[src/rtl/des_pkg.sv]
// Shared DES key-schedule constants: PC-1/PC-2 index tables, shift schedule and FSM states.
// Table entries use DES 1-based bit numbering.
package des_pkg;

  localparam int unsigned KeyW    = 64;
  localparam int unsigned CdW     = 56;
  localparam int unsigned SubkeyW = 48;
  localparam int unsigned HalfW   = 28;
  localparam int unsigned Rounds  = 16;

  localparam int unsigned Pc1Table [CdW] = '{
    57, 49, 41, 33, 25, 17,  9,  1, 58, 50, 42, 34, 26, 18,
    10,  2, 59, 51, 43, 35, 27, 19, 11,  3, 60, 52, 44, 36,
    63, 55, 47, 39, 31, 23, 15,  7, 62, 54, 46, 38, 30, 22,
    14,  6, 61, 53, 45, 37, 29, 21, 13,  5, 28, 20, 12,  4
  };

  localparam int unsigned Pc2Table [SubkeyW] = '{
    14, 17, 11, 24,  1,  5,  3, 28, 15,  6, 21, 10,
    23, 19, 12,  4, 26,  8, 16,  7, 27, 20, 13,  2,
    41, 52, 31, 37, 47, 55, 30, 40, 51, 45, 33, 48,
    44, 49, 39, 56, 34, 53, 46, 42, 50, 36, 29, 32
  };

  // Entry i is S[i+1]: rotation applied to reach C(i+1)/D(i+1).
  localparam int unsigned ShiftSched [Rounds] = '{
    1, 1, 2, 2, 2, 2, 2, 2, 1, 2, 2, 2, 2, 2, 2, 1
  };

  typedef enum logic {StIdle, StEmit} ks_state_e;

  function automatic logic shift_is_two(input logic [3:0] idx);
    return ShiftSched[idx] == 2;
  endfunction

  function automatic logic [0:HalfW-1] rotl28(input logic [0:HalfW-1] h, input logic two);
    return two ? {h[2:HalfW-1], h[0:1]} : {h[1:HalfW-1], h[0]};
  endfunction

  function automatic logic [0:HalfW-1] rotr28(input logic [0:HalfW-1] h, input logic two);
    return two ? {h[HalfW-2:HalfW-1], h[0:HalfW-3]} : {h[HalfW-1], h[0:HalfW-2]};
  endfunction

endpackage

[src/rtl/des_key_permutation1.sv]
// DES Permuted Choice 1: drops parity bits and reorders the 64-bit key into C0||D0.
module des_key_permutation1
  import des_pkg::*;
(
  input  logic [0:KeyW-1] key,
  output logic [0:CdW-1]  cd
);

  for (genvar i = 0; i < CdW; i++) begin : g_bit
    assign cd[i] = key[Pc1Table[i] - 1];
  end

endmodule

[src/rtl/des_key_permutation2.sv]
// DES Permuted Choice 2: selects the 48 subkey bits from the rotated C||D register.
module des_key_permutation2
  import des_pkg::*;
(
  input  logic [0:CdW-1]     cd,
  output logic [0:SubkeyW-1] subkey
);

  for (genvar i = 0; i < SubkeyW; i++) begin : g_bit
    assign subkey[i] = cd[Pc2Table[i] - 1];
  end

endmodule

[src/rtl/des_key_schedule.sv]
// Sequential DES/3DES key schedule: a bank of PC-1 reduced keys and a C/D rotator that
// streams sixteen PC-2 subkeys in encrypt or decrypt order over a valid/ready handshake.
module des_key_schedule
  import des_pkg::*;
#(
  parameter int unsigned KEY_SLOTS = 3,
  localparam int unsigned SLOT_W = (KEY_SLOTS > 1) ? $clog2(KEY_SLOTS) : 1
) (
  input  logic              clk,
  input  logic              n_rst,
  input  logic              key_load,
  input  logic [SLOT_W-1:0] key_slot,
  input  logic [0:63]       key_in,
  input  logic              start,
  input  logic [SLOT_W-1:0] start_slot,
  input  logic              mode,
  input  logic              abort,
  output logic [0:47]       subkey,
  output logic              subkey_valid,
  input  logic              subkey_ready,
  output logic [3:0]        round,
  output logic              last,
  output logic              busy
);

  logic [0:CdW-1]     pc1_out;
  logic [0:CdW-1]     bank_q [KEY_SLOTS];
  logic [0:CdW-1]     start_cd;
  logic [0:CdW-1]     cd_q;
  logic [0:SubkeyW-1] pc2_out;
  logic [3:0]         round_q;
  logic               mode_q;
  logic               last_int;
  logic               load_ok;
  logic               start_ok;
  ks_state_e          state_q;

  des_key_permutation1 u_pc1 (
    .key (key_in),
    .cd  (pc1_out)
  );

  des_key_permutation2 u_pc2 (
    .cd     (cd_q),
    .subkey (pc2_out)
  );

  assign load_ok  = 32'(key_slot) < KEY_SLOTS;
  assign start_ok = 32'(start_slot) < KEY_SLOTS;

  always_comb begin
    start_cd = '0;
    if (start_ok) start_cd = bank_q[start_slot];
  end

  always_ff @(posedge clk or negedge n_rst) begin
    if (!n_rst) begin
      for (int i = 0; i < KEY_SLOTS; i++) bank_q[i] <= '0;
    end else if (key_load && load_ok) begin
      bank_q[key_slot] <= pc1_out;
    end
  end

  assign last_int = mode_q ? (round_q == 4'd0) : (round_q == 4'd15);

  // C16/D16 equal C0/D0 (total rotation 28), so decrypt starts from the stored key.
  always_ff @(posedge clk or negedge n_rst) begin
    if (!n_rst) begin
      state_q <= StIdle;
      cd_q    <= '0;
      round_q <= '0;
      mode_q  <= 1'b0;
    end else begin
      case (state_q)
        StIdle: begin
          if (start && start_ok && !abort) begin
            state_q <= StEmit;
            mode_q  <= mode;
            if (mode) begin
              cd_q    <= start_cd;
              round_q <= 4'd15;
            end else begin
              cd_q    <= {rotl28(start_cd[0:HalfW-1], shift_is_two(4'd0)),
                          rotl28(start_cd[HalfW:CdW-1], shift_is_two(4'd0))};
              round_q <= 4'd0;
            end
          end
        end
        StEmit: begin
          if (abort) begin
            state_q <= StIdle;
          end else if (subkey_ready) begin
            if (last_int) begin
              state_q <= StIdle;
            end else if (!mode_q) begin
              round_q <= round_q + 4'd1;
              cd_q    <= {rotl28(cd_q[0:HalfW-1], shift_is_two(round_q + 4'd1)),
                          rotl28(cd_q[HalfW:CdW-1], shift_is_two(round_q + 4'd1))};
            end else begin
              round_q <= round_q - 4'd1;
              cd_q    <= {rotr28(cd_q[0:HalfW-1], shift_is_two(round_q)),
                          rotr28(cd_q[HalfW:CdW-1], shift_is_two(round_q))};
            end
          end
        end
        default: state_q <= StIdle;
      endcase
    end
  end

  assign busy         = (state_q == StEmit);
  assign subkey_valid = busy;
  assign subkey       = subkey_valid ? pc2_out : '0;
  assign round        = subkey_valid ? round_q : 4'd0;
  assign last         = subkey_valid & last_int;

endmodule

[config.mk]
export PLATFORM = sky130hd
export DESIGN_NAME = des_key_schedule
export DESIGN_NICKNAME = d
export VERILOG_FILES = /design/src/rtl/des_pkg.sv /design/src/rtl/des_key_permutation1.sv /design/src/rtl/des_key_permutation2.sv /design/src/rtl/des_key_schedule.sv
export SDC_FILE = /design/constraint.sdc
export NUM_CORES = 1
export LEC_CHECK = 0
export ABC_AREA = 1
export BUFFER_PORTS_ARGS = -buffer_cell sky130_fd_sc_hd__clkbuf_2
export CAP_MARGIN = 25
export CORE_MARGIN = 2
export CORE_UTILIZATION = 49
export CTS_CLUSTER_SIZE = 16
export DETAILED_ROUTE_END_ITERATION = 8
export PLACE_DENSITY = 0.69
export SYNTH_ARGS = -nofsm -noshare
export SYNTH_HDL_FRONTEND = slang
export SYNTH_SLANG_ARGS = --single-unit
[constraint.sdc]
create_clock -name clk -period 4 [get_ports clk]
set_clock_uncertainty 0.2 [all_clocks]
set_input_delay 0.8 -clock clk [delete_from_list [all_inputs] [get_ports clk]]
set_output_delay 0.8 -clock clk [all_outputs]
set_load 0.05 [all_outputs]
; ---- Yosys cells after proc, flatten, opt, wreduce, memory -nomap -nowiden
; Memory sizes are Yosys's and may differ from the RTL's.
; Index checks and enable logic that the tools add are counted.
[op_classes]
addsub = 2
order_cmp = 7
n_eq_ne = 7
muxes = 37
bitwise = 6
n_reduce_logical = 8
[op_table]
columns = cell, count
row1 = 2-to-1 mux 56 bit, 10
row2 = bitwise mux 168 bit, 1
row3 = 2-to-1 mux 32 bit, 4
row4 = binary-select mux 56 bit (select 2 bit), 1
row5 = demux 56 bit (select 2 bit), 1
row6 = 2-to-1 mux 28 bit, 4
row7 = one-hot mux 56 bit (2 select lines), 1
row8 = equality test 32 x 2 -> 1 bit (second input constant), 2
row9 = 2-to-1 mux 48 bit, 1
row10 = 2-to-1 mux 4 bit, 7
row11 = >= comparator 5 bit (second input constant), 2
row12 = inverter 4 -> 5 bit, 2
row13 = != test 2 bit (second input constant), 4
row14 = one-hot mux 4 bit (2 select lines), 1
row15 = >= comparator 3 bit (second input constant), 2
row16 = inverter 2 -> 3 bit, 2
row17 = 2-to-1 mux 1 bit, 5
row18 = adder 4 x 1 -> 4 bit (second input constant), 1
row19 = equality test 4 bit (second input constant), 1
row20 = logical AND 1 bit, 4
row21 = logical NOT 4 bit, 1
row22 = < comparator 2 bit (second input constant), 2
row23 = AND reduction 4 bit, 1
row24 = subtractor 4 x 1 -> 4 bit (second input constant), 1
row25 = other kinds (6), 6
[totals]
reg_bits = 230
rom_bits = 1024
out_inout_bits = 55
elab_cells = 76
memories = 2
[memory_table]
columns = memory, words, width, read_ports, rd_ports_with_merged_regs, write_ports, line
row1 = (name not given), 16, 32, 1, 0, 0, des_pkg.sv:33  ; return ShiftSched[idx] == 2;
row2 = (name not given), 16, 32, 1, 0, 0, des_pkg.sv:33

; ---- Logic depth before layout (Yosys ltp)
; Gate-level depths: netlist of the first run.
[logic_depth]
depth_word = 12
ltp_mapped = 15

; ---- By module
; A second synthesis of the first run with hierarchy kept.
[hier_totals]
cells_unflattened = 2013
hier_area_um2 = 14098.5
[by_module_without_submodules]
columns = module, n_inst, cells_per_inst, area_per_inst_um2
row1 = des_key_schedule, 1, 1909, 13317.8
row2 = des_key_permutation1, 1, 56, 420.4
row3 = des_key_permutation2, 1, 48, 360.3

; ---- Least setup slack after synthesis of the first run
; No wires, ideal clock.
[synth_path]
path_type = register -> output
from = register state_q, in the netlist busy
to = output round[1]
t_arrival_ns = 1.770
required_ns = 3.000
setup_slack_ns = 1.230
stages_incl_launch_ff = 6
path_buffers = 3
path_cell_list = dfrtp_1 -> buf_2 -> clkbuf_1 -> clkbuf_1 -> nand2_1 -> inv_1
[synth_between]
elab_chain_len = 1
[synth_lines]
columns = item, line
row1 = from (decl), des_key_schedule.sv:36  ; ks_state_e state_q;
row2 = from (signal assigned), des_key_schedule.sv:69  ; state_q <= StIdle;
row3 = from (signal assigned), des_key_schedule.sv:77  ; state_q <= StEmit;
row4 = from (signal assigned), des_key_schedule.sv:91  ; state_q <= StIdle;
row5 = 2-to-1 mux 4 bit, des_key_schedule.sv:114  ; assign round = subkey_valid ? round_q : 4'd0;
row6 = to (decl), des_key_schedule.sv:21  ; output logic [3:0] round,
; Every way passes these cells.

; ---- Final worst setup path of the first run
[layout_path]
from = register state_q, in the netlist busy
to = output subkey[30] (netlist name)
[layout_between]
elab_chain_len = 1
[layout_lines]
columns = item, line
row1 = 2-to-1 mux 48 bit, des_key_schedule.sv:113  ; assign subkey = subkey_valid ? pc2_out : '0;
row2 = to (decl), des_key_schedule.sv:18  ; output logic [0:47] subkey,
; Every way passes these cells.

==> flow_summary.ini, run 1 <==
[status]
status = finished clean

[setup_path]
path_max_fanout = 51
path_cells = buf_4, nand2_1, inv_1, clkbuf_2
setup.worst_path.start = busy
r2r_slack_ps = 1250
slowest_stage = dfrtp_4
reg2reg_from = round_q[1]
start_kind = flip-flop
cp.required_ps = 3000
r2r-end = cd_q[45]
path_class = reg2out
r2r_cells = 13
cp-end-kind = output pin
cp_slowest_stage_delay_ps = 780
cp.arrival_ps = 2110

[power]
combPwrFrac = 0.469
vdd_drop_max_uv = 463.6
internal_power_mw = 5.855
p_sw_mw = 4.785
clkPwrFrac = 0.216
sequentialPowerShare = 0.315
p_per_area_nw_per_um2 = 721.0
p_sw_frac = 0.4497
p_leak_nw = 7.684
power.total_mw = 10.64

[synthesis]
ys_warn_count = 0
synth_top_area_frac = 0.4322
synth-edff-count = 0
synth_cell_types = 25
syn_nets = 1990
ys_seq_area_frac = 0.4322
async_flop_share = 1.000
synth_area_leaders = dfrtp_1 43%, nand2_1 15%, o21ai_0 8.7%, nand3_1 6.6%, nor2_1 6.6%
synthFlopType = dfrtp_1
synth_area_sq_um = 13320
yosys.area.top_type = dfrtp_1
synth_seq_cells = 230
postSynthAreaPerCell_sq_um = 6.976
synth_cells = 1909

[route]
finalWirelength_mm = 34.09
wl_per_cell_um = 14.84
num_vias = 12230
first_pass_iters = 6
drtIter0Drc = 932
route.detailed.drc = 0
drtAntennaViolNets = 0
avgViaCountPerCell = 5.322

[final_layout]
drive_gt1_frac = 0.1252
n_antenna_cell = 0
finalNonFillerCells = 2298
layout.nets = 2021
fill_cells = 2631
area_growth_pct = 10.79

[die]
core_area_sq_um = 26800
initial_core_util = 0.4969
num_rows = 60
dieArea_sq_um = 28510
die_y_um = 168.9
io_pins = 130
fp.dieW_um = 168.9

[clock_network]
cts_tree = done
cts_buffers = 25
cts_root_buf = clkbuf_16
cts-htree-levels = 1
cts_resized = 0
clock_sinks = 230
post_cts_buffers = 0
cts_hold_buf = 0
clkLatencyLatePin_ps = 520
clk_pin_slew_ps = 60
cts.path.max_buffers = 3

[placed_design]
placedCellCount = 2253
dp_slack_ps = 838.8
port_buffers = 121
dp_hpwl_mm = 21.41
gp_congestion = 0.8371

[timing]
rsz0062_at_grt = no
maxSlewHeadroom = 0.3709
fin_crit_sh = 0.7785
worst_pin_slew_ps = 940.3
whs_ps = 74.70
hold_viol = 0
final.setup.worst_slack_ps = 886.1
slew_violations = 0
fin_crit_ps = 3114
setup_viol_count_final = 0
fmax_mhz = 321.1
tns_ps = 0

[grt]
grt_pass1_vias = 11260
overflow = 0
grt_antenna_before_repair = 0
grt_max_degree = 113
grt_pass1_wl_mm = 57.08
track_usage = 0.2418

[hold_path]
worst_hold_path_type = in2async

[run]
maxCapViolCount = 0
power by group through the flow:
stage,clock [mW],combinational [mW],sequential [mW]
floorplan,0,4.31,3.24
global placement,0,4.89,3.37
detailed placement,0,4.95,3.39
CTS,2.34,4.97,3.35
global route,2.44,5.68,3.44
finish,2.30,4.99,3.35
metal layers:
metal | vias up | track usage | share of wire
met5 | - | 0 | 0
met4 | 0 | 0.05022 | 0.014
met3 | 37 | 0.03227 | 0.070
met2 | 396 | 0.3724 | 0.44
met1 | 5625 | 0.3654 | 0.48
li1 | 6173 | - | -
cell usage after synthesis, types with 9 or more instances:
cell type,number
nand2_1,522
nor2_1,233
o21ai_0,232
dfrtp_1,230
inv_1,179
nand3_1,175
a21oi_1,75
clkbuf_1,64
o22ai_1,56
buf_2,47
a21oi_2,41
buf_6,14
buf_4,9
critical path, delay by kind of cell (launching register included):
family / cells / cell delay (ps)
buffers and inverters: 3 / 690
flip-flops: 1 / 780
AND/OR/NAND/NOR: 1 / 110
worst max-delay path by stage:
stage,depth (start not counted),endpoint
floorplan,5,round[1]
global placement,9,round_q[2]
finish,4,subkey[30]
CTS,4,subkey[30]
global route,4,subkey[30]
detailed placement,9,round_q[2]
layout by cell type (no fill, tap or decap), types with 2 or more instances in the layout:
master and instances:
clkbuf_2 120, dfrtp_1 228, clkinvlp_4 4, inv_2 3, nand3_4 3, inv_1 179
buf_4 21, nor2_1 232, nand2_2 4, o22ai_1 56, o21ai_0 232, clkbuf_1 3
a21oi_1 75, bufinv_16 2, nand4_1 4, nand3_1 172, a21oi_2 41, buf_12 3
ha_1 6, clkinv_2 5, nand2_1 521, clkbuf_8 5, clkbuf_16 25, nand3_2 2
layout make-up:
class                   instances  area, sq um  area share
inverters                     182        683.2     0.04630
clock buffers                  33        705.7     0.04782
well taps                     341        426.7     0.02892
multi-input cells            1355         6203      0.4204
repair buffers                146        860.8     0.05834
flip-flops and latches        230         5761      0.3904
clock inverters                11        115.1    0.007801
sequential cells by signal, indices dropped and copies added, names as in the netlist:
signal and count:
busy 1, bank_q 168, round_q 4, cd_q 56, mode_q 1
per-stage QoR:
stage	instance area, sq um	util
floorplan	13320	-
global placement	13910	0.5189
detailed placement	13910	0.5189
CTS	14730	0.5495
global route	14760	0.5506
finish	14760	0.5506
cell families (layout without fill, tap and decap cells):
group	Yosys count	in the layout	share of synthesized area
AOI/OAI and AO/OA	408	408	0.1714
adders and majority gates	6	6	0.005637
buffers and inverters	324	372	0.1062
xor gates and xnor gates	2	2	0.001316
and+or+nand+nor	939	939	0.2834
DFF	230	230	0.4322
No activity file was read; power rests on OpenSTA's default activity.
==> inputs of run 2 (changes only) <==
--- a/config.mk
+++ b/config.mk
@@ -12,7 +12,7 @@
 export CORE_UTILIZATION = 49
 export CTS_CLUSTER_SIZE = 16
 export DETAILED_ROUTE_END_ITERATION = 8
-export PLACE_DENSITY = 0.69
+export PLACE_DENSITY = 0.72
 export SYNTH_ARGS = -nofsm -noshare
 export SYNTH_HDL_FRONTEND = slang
 export SYNTH_SLANG_ARGS = --single-unit
==> constraint.sdc (replaced) <==
create_clock -name clk -period 2.7 [get_ports clk]
set_clock_uncertainty 0.2 [all_clocks]
set_input_delay 0.54 -clock clk [delete_from_list [all_inputs] [get_ports clk]]
set_output_delay 0.54 -clock clk [all_outputs]
set_load 0.05 [all_outputs]
==> run 2 against run 1 <==
Via count up 2.5%. Sequential power grew 48%. Total power rose by 49%. Final cell count rose by 0.44%. Core utilization up 0.80 points. Routed wire length increased by 0.65%. Clock power is 42% higher. Design area rose by 1.5%. Largest cell class unchanged. Largest power group unchanged.
==> flow_summary.ini, run 2 (same netlist as run 1, synthesis figures left out) <==
[timing]
worst_pin_slew_ps = 634.1
hold_viol = 0
final.setup.worst_slack_ps = 111.4
fmax_mhz = 386.3
maxSlewHeadroom = 0.5773
fin_crit_ps = 2589
rsz0062_at_grt = no
fin_crit_sh = 0.9587
setup_viol_count_final = 0
slew_violations = 0
tns_ps = 0

[route]
drtIter0Drc = 966
route.detailed.drc = 0
drtAntennaViolNets = 0
avgViaCountPerCell = 5.432
first_pass_iters = 8
num_vias = 12540
wl_per_cell_um = 14.87
finalWirelength_mm = 34.32

[placed_design]
gp_congestion = 0.8589
dp_hpwl_mm = 22.06
port_buffers = 121
dp_slack_ps = 116.9

[hold_path]
holdPathStages = 2
worst_hold_path_type = in2reg

[setup_path]
path_class = reg2out
start_kind = flip-flop
path_cells = inv_1, ha_1, nand4_1, a21oi_2, buf_12
cp_slowest_stage_delay_ps = 480
reg2reg_from = round_q[1]
path_max_fanout = 10
endpoint = last
critPathBufInv = 2
slowest_stage = dfrtp_2
cp-end-kind = output pin
r2r_cells = 9
path_depth = 5
r2r_slack_ps = 340
cpLargestDelayFamily = flip-flops
cp.required_ps = 1960
cp.arrival_ps = 1850
r2r-end = cd_q[20]
setup.worst_path.start = round_q[1]

[power]
p_per_area_nw_per_um2 = 1059
combPwrFrac = 0.482
p_leak_nw = 7.792
p_sw_frac = 0.4511
internal_power_mw = 8.701
vdd_drop_max_uv = 619.3
sequentialPowerShare = 0.313
clkPwrFrac = 0.205
p_sw_mw = 7.151

[die]
initial_core_util = 0.4969
io_pins = 130
core_area_sq_um = 26800
num_rows = 60
fp.dieW_um = 168.9
dieArea_sq_um = 28510
die_y_um = 168.9

[grt]
overflow = 0
grt_antenna_before_repair = 0
grt_pass1_vias = 11430
grt_max_degree = 68
grt_pass1_wl_mm = 57.66
track_usage = 0.2445

[clock_network]
clock_sinks = 230
cts_buffers = 25
cts_root_buf = clkbuf_16
cts_tree = done
clkLatencyLatePin_ps = 520
cts.path.max_buffers = 3
cts-htree-levels = 1
clk_pin_slew_ps = 60

[final_layout]
layout.nets = 2033
drive_gt1_frac = 0.1296
largest_register_ffs = 168
area_growth_pct = 12.41
n_antenna_cell = 0
final_cell_mix = 521 x nand2_1, 232 x nor2_1, 232 x o21ai_0, 227 x dfrtp_1, 178 x inv_1
largest_registers = bank_q (168), cd_q (56), round_q (4)
regMostFlops = bank_q
final_common_cell = nand2_1

[run]
maxCapViolCount = 0

[status]
status = finished clean
[run 2: cell count changes in the layout (fill, tap and decap cells not counted), moves of 2 or more]
| cell | before | now |
|---|---|---|
| buf_6 | 0 | 2 |
| clkinvlp_4 | 4 | 0 |
| clkbuf_1 | 3 | 5 |
| buf_12 | 3 | 17 |
| buf_4 | 21 | 18 |
[run 2: worst min-delay path by stage]
stage	startpoint	end	slack, ps
floorplan	n_rst	bank_q[0]	40
global placement	bank_q[112]	bank_q[112]	260
detailed placement	bank_q[141]	bank_q[141]	270
CTS	abort	busy	40
global route	abort	busy	40
finish	abort	busy	40
[run 2: final cells by class]
class	instances	area [sq um]
Sequential cell	230	5762
Clock inverter	8	71.32
Fill cell	2590	11830
Clock buffer	34	699.4
Multi-Input combinational cell	1355	6207
Timing Repair Buffer	158	1119
Tap cell	341	426.7
Inverter	182	685.7
[run 2: what timing repair did]
item                                   4_1_cts  5_1_grt
setup buffers                                0        1
setup endpoints to repair                    1       71
hold buffers                                 1        0
pin swaps                                    0        0
endpoints found under the hold margin       54        0
gates resized for setup                      1        6
[run 2: routing by layer]
metal	global-route usage	routed length, um
met1	0.3696	16180
met4	0.05810	641
met3	0.03507	2620
met2	0.3719	14870
met5	0	0
[run 2: power by group through the flow]
stage / Clock [mW] / Sequential [mW] / Combinational [mW]
detailed placement: 0 / 5.01 / 7.53
global route: 3.45 / 5.07 / 8.66
floorplan: 0 / 4.81 / 6.39
CTS: 3.30 / 4.95 / 7.56
global placement: 0 / 4.98 / 7.42
finish: 3.26 / 4.95 / 7.64
[run 2: per-stage QoR]
| stage | instance area, sq um | hold slack [ps] | utilization | cells | total power [mW] |
|---|---|---|---|---|---|
| after floorplan | 13320 | 44.41 | - | 1909 | 11.20 |
| final | 14970 | 37.77 | 0.5586 | 2308 | 15.85 |
| after global placement | 14170 | 261.4 | 0.5286 | 2264 | 12.40 |
| after CTS | 14950 | 36.77 | 0.5579 | 2307 | 15.81 |
| after detailed placement | 14170 | 268.5 | 0.5286 | 2264 | 12.53 |
| after global routing | 14970 | 37.45 | 0.5586 | 2308 | 17.18 |
